==> config.mk <==
export PLATFORM = sky130hd
export DESIGN_NAME = uart_tx_fifo
export DESIGN_NICKNAME = d
export VERILOG_FILES = /design/src/rtl/uart_tx_fifo.sv
export SDC_FILE = /design/constraint.sdc
export NUM_CORES = 1
export LEC_CHECK = 0
export ABC_AREA = 1
export CELL_PAD_IN_SITES_DETAIL_PLACEMENT = 1
export CELL_PAD_IN_SITES_GLOBAL_PLACEMENT = 2
export CORE_MARGIN = 2
export CORE_UTILIZATION = 39
export CTS_CLUSTER_SIZE = 30
export DETAILED_ROUTE_END_ITERATION = 6
export GPL_TIMING_DRIVEN = 1
export PLACE_DENSITY = 0.88
export SLEW_MARGIN = 5
export SYNTH_ARGS = -nofsm -noshare
export SYNTH_HDL_FRONTEND = slang
export SYNTH_SLANG_ARGS = --single-unit
==> constraint.sdc <==
create_clock -name clk -period 5.35 [get_ports clk]
set_clock_uncertainty 0.2 [all_clocks]
set_input_delay 0.8025 -clock clk [delete_from_list [all_inputs] [get_ports clk]]
set_output_delay 0.8025 -clock clk [all_outputs]
set_load 0.05 [all_outputs]
==> src/rtl/uart_tx_fifo.sv <==
// 8N1 UART transmitter fed by a small circular write FIFO.
// Frames are drained automatically and sent back-to-back while bytes remain queued.
module uart_tx_fifo #(
   parameter int BAUD_DIV = 2604,
   parameter int DEPTH    = 4,
   parameter int CNT_W    = 12
) (
   input  logic       clk,
   input  logic       rst,
   input  logic       wr_en,
   input  logic [7:0] wr_data,
   output logic       full,
   output logic       empty,
   output logic       overflow,
   output logic       TX,
   output logic       busy,
   output logic       tx_done
);

   localparam int AW = (DEPTH > 1) ? $clog2(DEPTH) : 1;

   typedef enum logic [1:0] {IDLE, START, DATA, STOP} state_t;

   state_t           state, state_n;
   logic [CNT_W-1:0] baud_cnt, baud_cnt_n;
   logic [2:0]       bit_idx, bit_idx_n;
   logic [7:0]       shift, shift_n;
   logic [7:0]       mem [DEPTH];
   logic [AW-1:0]    wr_ptr, rd_ptr;
   logic [AW:0]      count, count_n;
   logic             wr_ok, pop, bit_last, tx_n, stop_end, stop_end_q;

   // full is the registered flag, so a write in the same cycle as a pop is still refused
   assign wr_ok    = wr_en && !full;
   assign bit_last = (baud_cnt == CNT_W'(BAUD_DIV - 1));
   assign stop_end = (state == STOP) && bit_last;
   assign count_n  = count + (AW+1)'(wr_ok) - (AW+1)'(pop);

   always_ff @(posedge clk) begin
      if (rst) begin
         wr_ptr   <= '0;
         rd_ptr   <= '0;
         count    <= '0;
         full     <= 1'b0;
         empty    <= 1'b1;
         overflow <= 1'b0;
      end else begin
         if (wr_ok) begin
            mem[wr_ptr] <= wr_data;
            wr_ptr      <= wr_ptr + 1'b1;
         end
         if (pop)
            rd_ptr <= rd_ptr + 1'b1;
         if (wr_en && full)
            overflow <= 1'b1;
         count <= count_n;
         full  <= (count_n == (AW+1)'(DEPTH));
         empty <= (count_n == '0);
      end
   end

   always_ff @(posedge clk) begin
      if (rst) begin
         state    <= IDLE;
         baud_cnt <= '0;
         bit_idx  <= '0;
         shift    <= '0;
      end else begin
         state    <= state_n;
         baud_cnt <= baud_cnt_n;
         bit_idx  <= bit_idx_n;
         shift    <= shift_n;
      end
   end

   always_comb begin
      state_n    = state;
      baud_cnt_n = baud_cnt;
      bit_idx_n  = bit_idx;
      shift_n    = shift;
      pop        = 1'b0;
      tx_n       = 1'b1;
      case (state)
         IDLE: begin
            if (!empty) begin
               pop        = 1'b1;
               shift_n    = mem[rd_ptr];
               baud_cnt_n = '0;
               bit_idx_n  = '0;
               state_n    = START;
            end
         end
         START: begin
            tx_n = 1'b0;
            if (bit_last) begin
               baud_cnt_n = '0;
               state_n    = DATA;
            end else begin
               baud_cnt_n = baud_cnt + 1'b1;
            end
         end
         DATA: begin
            tx_n = shift[0];
            if (bit_last) begin
               baud_cnt_n = '0;
               shift_n    = {1'b0, shift[7:1]};
               bit_idx_n  = bit_idx + 3'd1;
               if (bit_idx == 3'd7)
                  state_n = STOP;
            end else begin
               baud_cnt_n = baud_cnt + 1'b1;
            end
         end
         STOP: begin
            tx_n = 1'b1;
            if (bit_last) begin
               baud_cnt_n = '0;
               bit_idx_n  = '0;
               // Chain straight into the next start bit when more bytes wait
               if (!empty) begin
                  pop     = 1'b1;
                  shift_n = mem[rd_ptr];
                  state_n = START;
               end else begin
                  state_n = IDLE;
               end
            end else begin
               baud_cnt_n = baud_cnt + 1'b1;
            end
         end
         default: state_n = IDLE;
      endcase
   end

   // Line outputs trail the state by one clock; tx_done lands on the edge that ends the stop bit
   always_ff @(posedge clk) begin
      if (rst) begin
         TX         <= 1'b1;
         busy       <= 1'b0;
         stop_end_q <= 1'b0;
         tx_done    <= 1'b0;
      end else begin
         TX         <= tx_n;
         busy       <= (state != IDLE);
         stop_end_q <= stop_end;
         tx_done    <= stop_end_q;
      end
   end

endmodule

==> results.py, run 1 <==
metrics = {
    "setup_path": {
        "cp_max_fo": 5,
        "cp_slowest_cell": "clkdlybuf4s50_1",
        "slowest_delay_ns": 0.47,
        "end_kind": "register",
        "crit_required_ns": 5.41,
        "start_kind": "primary input",
        "cpMostUsedCell": "inv_1",
        "crit_path_cell_trace": "clkdlybuf4s50_1, inv_1, nor2_1, inv_1, ha_1, inv_1, ha_1, fa_1, inv_1, xor2_1, inv_1, nor3_1",
        "setup.worst_path.class": "in -> reg",
        "cp.arrival_ns": 2.91,
    },
    "timing": {
        "period_minus_slack_ns": 2.856,
        "min_period_over_period_pct": 53.39,
        "drv_slew": 0,
        "hold_viol": 0,
        "worst_pin_slew_ns": 0.9048,
        "setup_violations": 0,
        "rsz0062_at_grt": "no",
        "max_slew_margin_pct": 39.49,
        "totalNegativeSetupSlack_ns": 0,
        "timing.fmax_ghz": 0.3501,
    },
    "global_routing": {
        "grt_pass1_wl_um": 11980,
        "grt_max_degree": 23,
        "grt_util_all_layers_pct": 17.32,
        "busiest_layer": "met2",
        "met1_usage_pct": 20.93,
        "overflow": 0,
        "antenna_found_initial": 0,
        "grt_use_met3_pct": 4.307,
        "grt_pass1_vias": 2588,
        "grtUsageMet2_pct": 29.75,
    },
    "detailed_routing": {
        "drtIter0Drc": 65,
        "drc": 0,
        "wl_per_cell_um": 14.06,
        "viasPerCell": 4.873,
        "drt-pass1-iter-count": 4,
        "routed_wl_um": 7284,
        "vias": 2524,
        "detail-route-antenna-nets": 0,
    },
    "cts": {
        "cts_setup_buffers": 0,
        "cts_hold_buf": 0,
        "clock_latency_ns": 0.35,
        "cts_buffers": 9,
        "cts_htree_levels": 3,
        "root_buffer": "clkbuf_8",
        "clock_sinks": 73,
        "cts_resized": 0,
        "cts_max_path_buffers": 2,
        "cts_tree": "built",
        "path_clk_slew_ns": 0.08,
    },
    "place": {
        "dp_hpwl_um": 5255,
        "dpl.cell_count": 502,
        "portBuffers": 16,
        "place.gp.congestion": 0.8009,
        "place_area_um2": 3563,
    },
    "die": {
        "die_area_um2": 9276,
        "io_pins": 17,
        "start_util_pct": 40.24,
        "coreArea_um2": 8258,
        "die_h_um": 96.31,
        "rows": 33,
        "die_w_um": 96.31,
    },
    "yosys": {
        "ys_warn_count": 0,
        "synth_largest_area_cell": "edfxtp_1",
        "yosysTopAreaCellShare_pct": 28.92,
        "synthDistinctLibCells": 26,
        "syn_nets": 417,
        "synth_cells": 390,
        "ys_seq_elements": 73,
        "syn_area_per_cell_um2": 8.521,
        "synth_area_leaders": "edfxtp_1 29%, dfxtp_1 25%, nor2_1 8.0%",
        "ys_seq_area_share_pct": 53.61,
        "synth_area_um2": 3323,
    },
    "layout": {
        "multi_input_area_um2": 1287,
        "antenna_cells": 0,
        "areaGrowthSynthToFinish_pct": 13.78,
        "finalNetCount": 435,
        "fill_cells": 983,
        "final_cells": 518,
        "drive_gt1_share_pct": 6.780,
        "regArea_um2": 1782,
        "design_area_um2": 3781,
    },
    "run_status": {
        "status": "finished clean",
    },
    "hold_path": {
        "worstHoldPathType": "reg -> reg",
    },
    "pwr": {
        "power_density_nw_per_um2": 514.3,
        "leakage_nw": 1.502,
        "peakVddDrop_mv": 0.3324,
    },
    "job": {
        "cap_violations": 0,
    },
}
## Yosys cell counts (all sizes together)
| cell | count |
|---|---|
| xor2 | 2 |
| a21oi | 24 |
| a31o | 1 |
| fa | 1 |
| o21bai | 2 |
| dfxtp | 41 |
| o211ai | 1 |
| buf | 6 |
| clkinv | 1 |
| nand4 | 5 |
| nand2 | 72 |
| nor2 | 72 |
| inv | 51 |
| nand3 | 11 |
| nor3 | 3 |
| o21ai | 46 |
| edfxtp | 32 |
| clkbuf | 4 |
| ha | 15 |
## per-layer routing
metal  share of wire, %  wire [µm]  vias to the layer above
met1                 47       3438                     1204
met2                 49       3552                       19
met3                2.5        184                        9
met5                  0          0                        -
met4                1.5        108                        0
li1                   -          -                     1292
## state kept, by name, summed over array words and instances, names as in the netlist, named ones only
register and flops:
wr_ptr 2, count 3, busy 1, stop_end_q 1, overflow 1, baud_cnt 12, rd_ptr 2, tx_done 1
full 1, empty 1, mem 32, TX 1, shift 8, bit_idx 3, state 2
## through the flow
step	hold slack (ns)	utilization, %	setup WS [ns]	power (W)
floorplan	0.1883	-	2.849	0.001309
global placement	0.2214	43.15	2.239	0.001465
detailed placement	0.2270	43.15	2.101	0.001497
CTS	0.2404	45.79	2.490	0.001979
global route	0.2488	45.79	2.332	0.002109
finish	0.2455	45.79	2.494	0.001945
## kinds of logic (layout without fill, tap and decap cells)
logic type                 after synthesis  in the layout  share of synthesized area, %
xor gates and xnor gates                 2              2                        0.5272
DFF                                     73             73                         53.61
buffers and inverters                   62             85                         7.643
AOI/OAI and AO/OA                       74             74                         11.82
adders and majority gates               16             16                         6.250
and+or+nand+nor                        163            163                         20.14
## final timing paths
| path | startpoint | end | slack, ns | cells past startpoint |
|---|---|---|---|---|
| worst min register to register | stop_end_q$_SDFF_PP0_ | tx_done$_SDFF_PP0_ | 0.25 | 2 |
| worst min-delay path | stop_end_q$_SDFF_PP0_ | tx_done$_SDFF_PP0_ | 0.25 | 2 |
| worst max-delay path | wr_en | full$_SDFF_PP0_ | 2.49 | 12 |
| worst max register to register | baud_cnt[1]$_SDFFE_PP0P_ | full$_SDFF_PP0_ | 2.67 | 12 |
## layout by cell type, fill, tap and decap left out
| cell type | Yosys | final |
|---|---|---|
| clkinv_1 | 1 | 1 |
| nor2_1 | 71 | 71 |
| o21bai_1 | 2 | 2 |
| dfxtp_1 | 41 | 41 |
| o21ai_0 | 46 | 46 |
| nand4_1 | 5 | 5 |
| nand2_1 | 66 | 66 |
| o211ai_1 | 1 | 1 |
| clkbuf_8 | 0 | 9 |
| buf_4 | 0 | 1 |
| a21oi_1 | 23 | 23 |
| inv_6 | 0 | 1 |
| a31o_2 | 1 | 1 |
| clkinv_2 | 0 | 2 |
| nand3_1 | 11 | 11 |
| clkdlybuf4s50_1 | 0 | 16 |
| clkinvlp_4 | 0 | 2 |
| inv_1 | 49 | 49 |
| a21oi_4 | 1 | 1 |
| bufinv_16 | 0 | 2 |
| nand2_4 | 2 | 2 |
| edfxtp_1 | 32 | 32 |
| nor2_2 | 1 | 1 |
| fa_1 | 1 | 1 |
| nor3_1 | 3 | 3 |
| nand2_2 | 4 | 4 |
| ha_1 | 15 | 15 |
| xor2_1 | 2 | 2 |
| inv_2 | 2 | 2 |
## where the power goes
group / total, W / internal [W] / switching [W] / leakage (nW)
clock: 0.000469 / 0.000262 / 0.000207 / 0.106
sequential: 0.000742 / 0.000674 / 0.0000687 / 0.626
combinational: 0.000733 / 0.000233 / 0.000500 / 0.771
total: 0.00194 / 0.00117 / 0.000776 / 1.50
## layout make-up
cell class,instances,share of cell area (%)
multi-input combinational,255,34.05
inverter,52,5.162
timing repair buffer,17,4.434
sequential,73,47.12
tap,105,3.475
clock inverter,7,2.482
clock buffer,9,3.276
## worst max-delay path, delay by kind of cell
family / cells / cell delay (ns)
xor gates and xnor gates: 1 / 0.16
buffers and inverters: 6 / 0.81
and+or+nand+nor: 2 / 0.31
adders and majority gates: 3 / 0.83
No activity file was read; power rests on OpenSTA's default activity.
==> run 2: changes to the inputs <==
CORE_UTILIZATION = 37   (was 39)
PLACE_DENSITY = 0.84   (was 0.88)
clock period = 2.7 ns   (was 5.35 ns; I/O delays follow)
==> run 2 against run 1 <==
Effect of this change: hold slack got worse by 0.031 ns; clock power increased by 61%; largest cell class unchanged; flip-flop and latch count unchanged; critical path type is now reg -> reg; final cell count increased by 2.9%; die area increased by 5.2%.
==> results.py, run 2 (same netlist as run 1, synthesis figures left out) <==
metrics = {
    "die": {
        "die_w_um": 98.77,
        "start_util_pct": 38.11,
        "coreArea_um2": 8721,
        "die_h_um": 98.77,
        "die_area_um2": 9756,
        "rows": 34,
        "io_pins": 17,
    },
    "setup_path": {
        "start_kind": "register",
        "cp_max_fo": 3,
        "crit_required_ns": 2.79,
        "cp.arrival_ns": 2.62,
        "end_kind": "register",
        "setup.worst_path.start": "baud_cnt[0]$_SDFFE_PP0P_",
        "timing.rr.start": "baud_cnt[0]$_SDFFE_PP0P_",
        "setup.worst_path.class": "reg -> reg",
    },
    "layout": {
        "final_cell_mix": "71 x nor2_1, 66 x nand2_1, 46 x inv_1, 45 x o21ai_0, 38 x dfxtp_1",
        "fill_cells": 1038,
        "areaGrowthSynthToFinish_pct": 16.08,
        "antenna_cells": 0,
        "top_regs": "mem x32, baud_cnt x12, shift x8",
        "largest_register_ffs": 32,
        "largest-register": "mem",
        "drive_gt1_share_pct": 12.00,
        "finalNetCount": 447,
        "final_common_cell": "nor2_1",
    },
    "timing": {
        "setup_violations": 0,
        "period_minus_slack_ns": 2.535,
        "drv_slew": 0,
        "timing.fmax_ghz": 0.3945,
        "max_slew_margin_pct": 66.50,
        "worst_pin_slew_ns": 0.4972,
        "hold_viol": 0,
        "min_period_over_period_pct": 93.87,
        "totalNegativeSetupSlack_ns": 0,
    },
    "place": {
        "portBuffers": 16,
        "place.gp.congestion": 0.7083,
        "dp_hpwl_um": 5318,
    },
    "cts": {
        "cts_buffers": 9,
        "path_clk_slew_ns": 0.08,
        "cts_htree_levels": 3,
        "root_buffer": "clkbuf_8",
        "cts_max_path_buffers": 2,
        "clock_latency_ns": 0.35,
        "clock_sinks": 73,
        "cts_tree": "built",
    },
    "job": {
        "cap_violations": 0,
    },
    "global_routing": {
        "grt_max_degree": 22,
        "antenna_found_initial": 0,
        "grt_pass1_wl_um": 12850,
        "grt_util_all_layers_pct": 16.81,
        "grt_pass1_vias": 2722,
        "overflow": 0,
    },
    "detailed_routing": {
        "vias": 2570,
        "drtIter0Drc": 54,
        "viasPerCell": 4.822,
        "wl_per_cell_um": 13.88,
        "detail-route-antenna-nets": 0,
        "drc": 0,
        "drt-pass1-iter-count": 4,
        "routed_wl_um": 7399,
    },
    "run_status": {
        "status": "finished clean",
    },
    "pwr": {
        "leakage_nw": 1.530,
        "peakVddDrop_mv": 0.4463,
        "finalPower_w": 0.003776,
        "power_density_nw_per_um2": 978.9,
    },
    "hold_path": {
        "hp-start": "stop_end_q$_SDFF_PP0_",
        "worstHoldPathType": "reg -> reg",
    },
}
==> run 2: changes by cell type in the layout (fill, tap and decap cells not counted), sizes merged <==
cell      delta
buf         +12
bufinv       -2
clkbuf       +1
clkinv       +1
clkinvlp     +1
inv          -1
==> run 2: per-stage QoR <==
stage / hold WS, ns / area [µm²] / instances / worst slack (ns) / utilization [%]
floorplan: 0.1883 / 3323 / 390 / 0.1986 / -
finish: 0.2144 / 3857 / 533 / 0.1654 / 44.23
global placement: 0.1964 / 3642 / 515 / 0.08711 / 41.76
global route: 0.2348 / 3857 / 533 / -0.003389 / 44.23
CTS: 0.2203 / 3815 / 531 / 0.01389 / 43.74
detailed placement: 0.2095 / 3642 / 515 / -0.1057 / 41.76
==> run 2: critical path: stages (launching register included) <==
cell     delay [ns]
dfxtp_2        0.34
ha_2           0.18
nand3_1        0.10
nor2_2         0.14
nand4_1        0.15
a21oi_2        0.19
ha_1           0.24
inv_1          0.06
ha_2           0.17
fa_2           0.44
inv_2          0.07
nand2_1        0.07
o21ai_1        0.12
==> run 2: final timing paths <==
kind	to	cells after the start	slack (ns)
worst max-delay path	empty$_SDFF_PP1_	12	0.17
worst min-delay path	tx_done$_SDFF_PP0_	2	0.21
worst max register to register	empty$_SDFF_PP1_	12	0.17
worst min register to register	tx_done$_SDFF_PP0_	2	0.21
==> run 2: metal layers <==
layer,global-route usage [%],up-vias,part of all wire (%)
li1,-,1314,-
met1,20.80,1216,45
met2,27.81,25,50
met3,3.688,15,2.2
met4,8.114,0,2.4
met5,0,-,0
==> run 2: repair_timing <==
action | 4_1_cts | 5_1_grt
gates resized for setup | 0 | 13
endpoints found under the setup margin | 0 | 4
buffers inserted | 0 | 2
hold buffers | 0 | 0
==> run 2: final cells by class <==
cell class              instances  area, µm²  share of cell area, %
repair buffers                 29      257.7                  6.682
multi-input cells             255       1311                  33.99
flip-flops and latches         73       1785                  46.29
clock buffers                  10      127.6                  3.308
clock inverters                 6      45.04                  1.168
inverters                      52      195.2                  5.060
well taps                     108      135.1                  3.503
==> run 2: where the power goes <==
part,leakage (nW),switching (W),internal [W]
clock network,0.0785,0.000421,0.000335
logic,0.825,0.00106,0.000521
registers,0.627,0.000107,0.00134
total,1.53,0.00158,0.00219
==> run 3: changes to the inputs <==
CAP_MARGIN = 5   (was default)
==> results of run 3 <==
The final DEF is identical to that of run 2; final timing and power are the same.
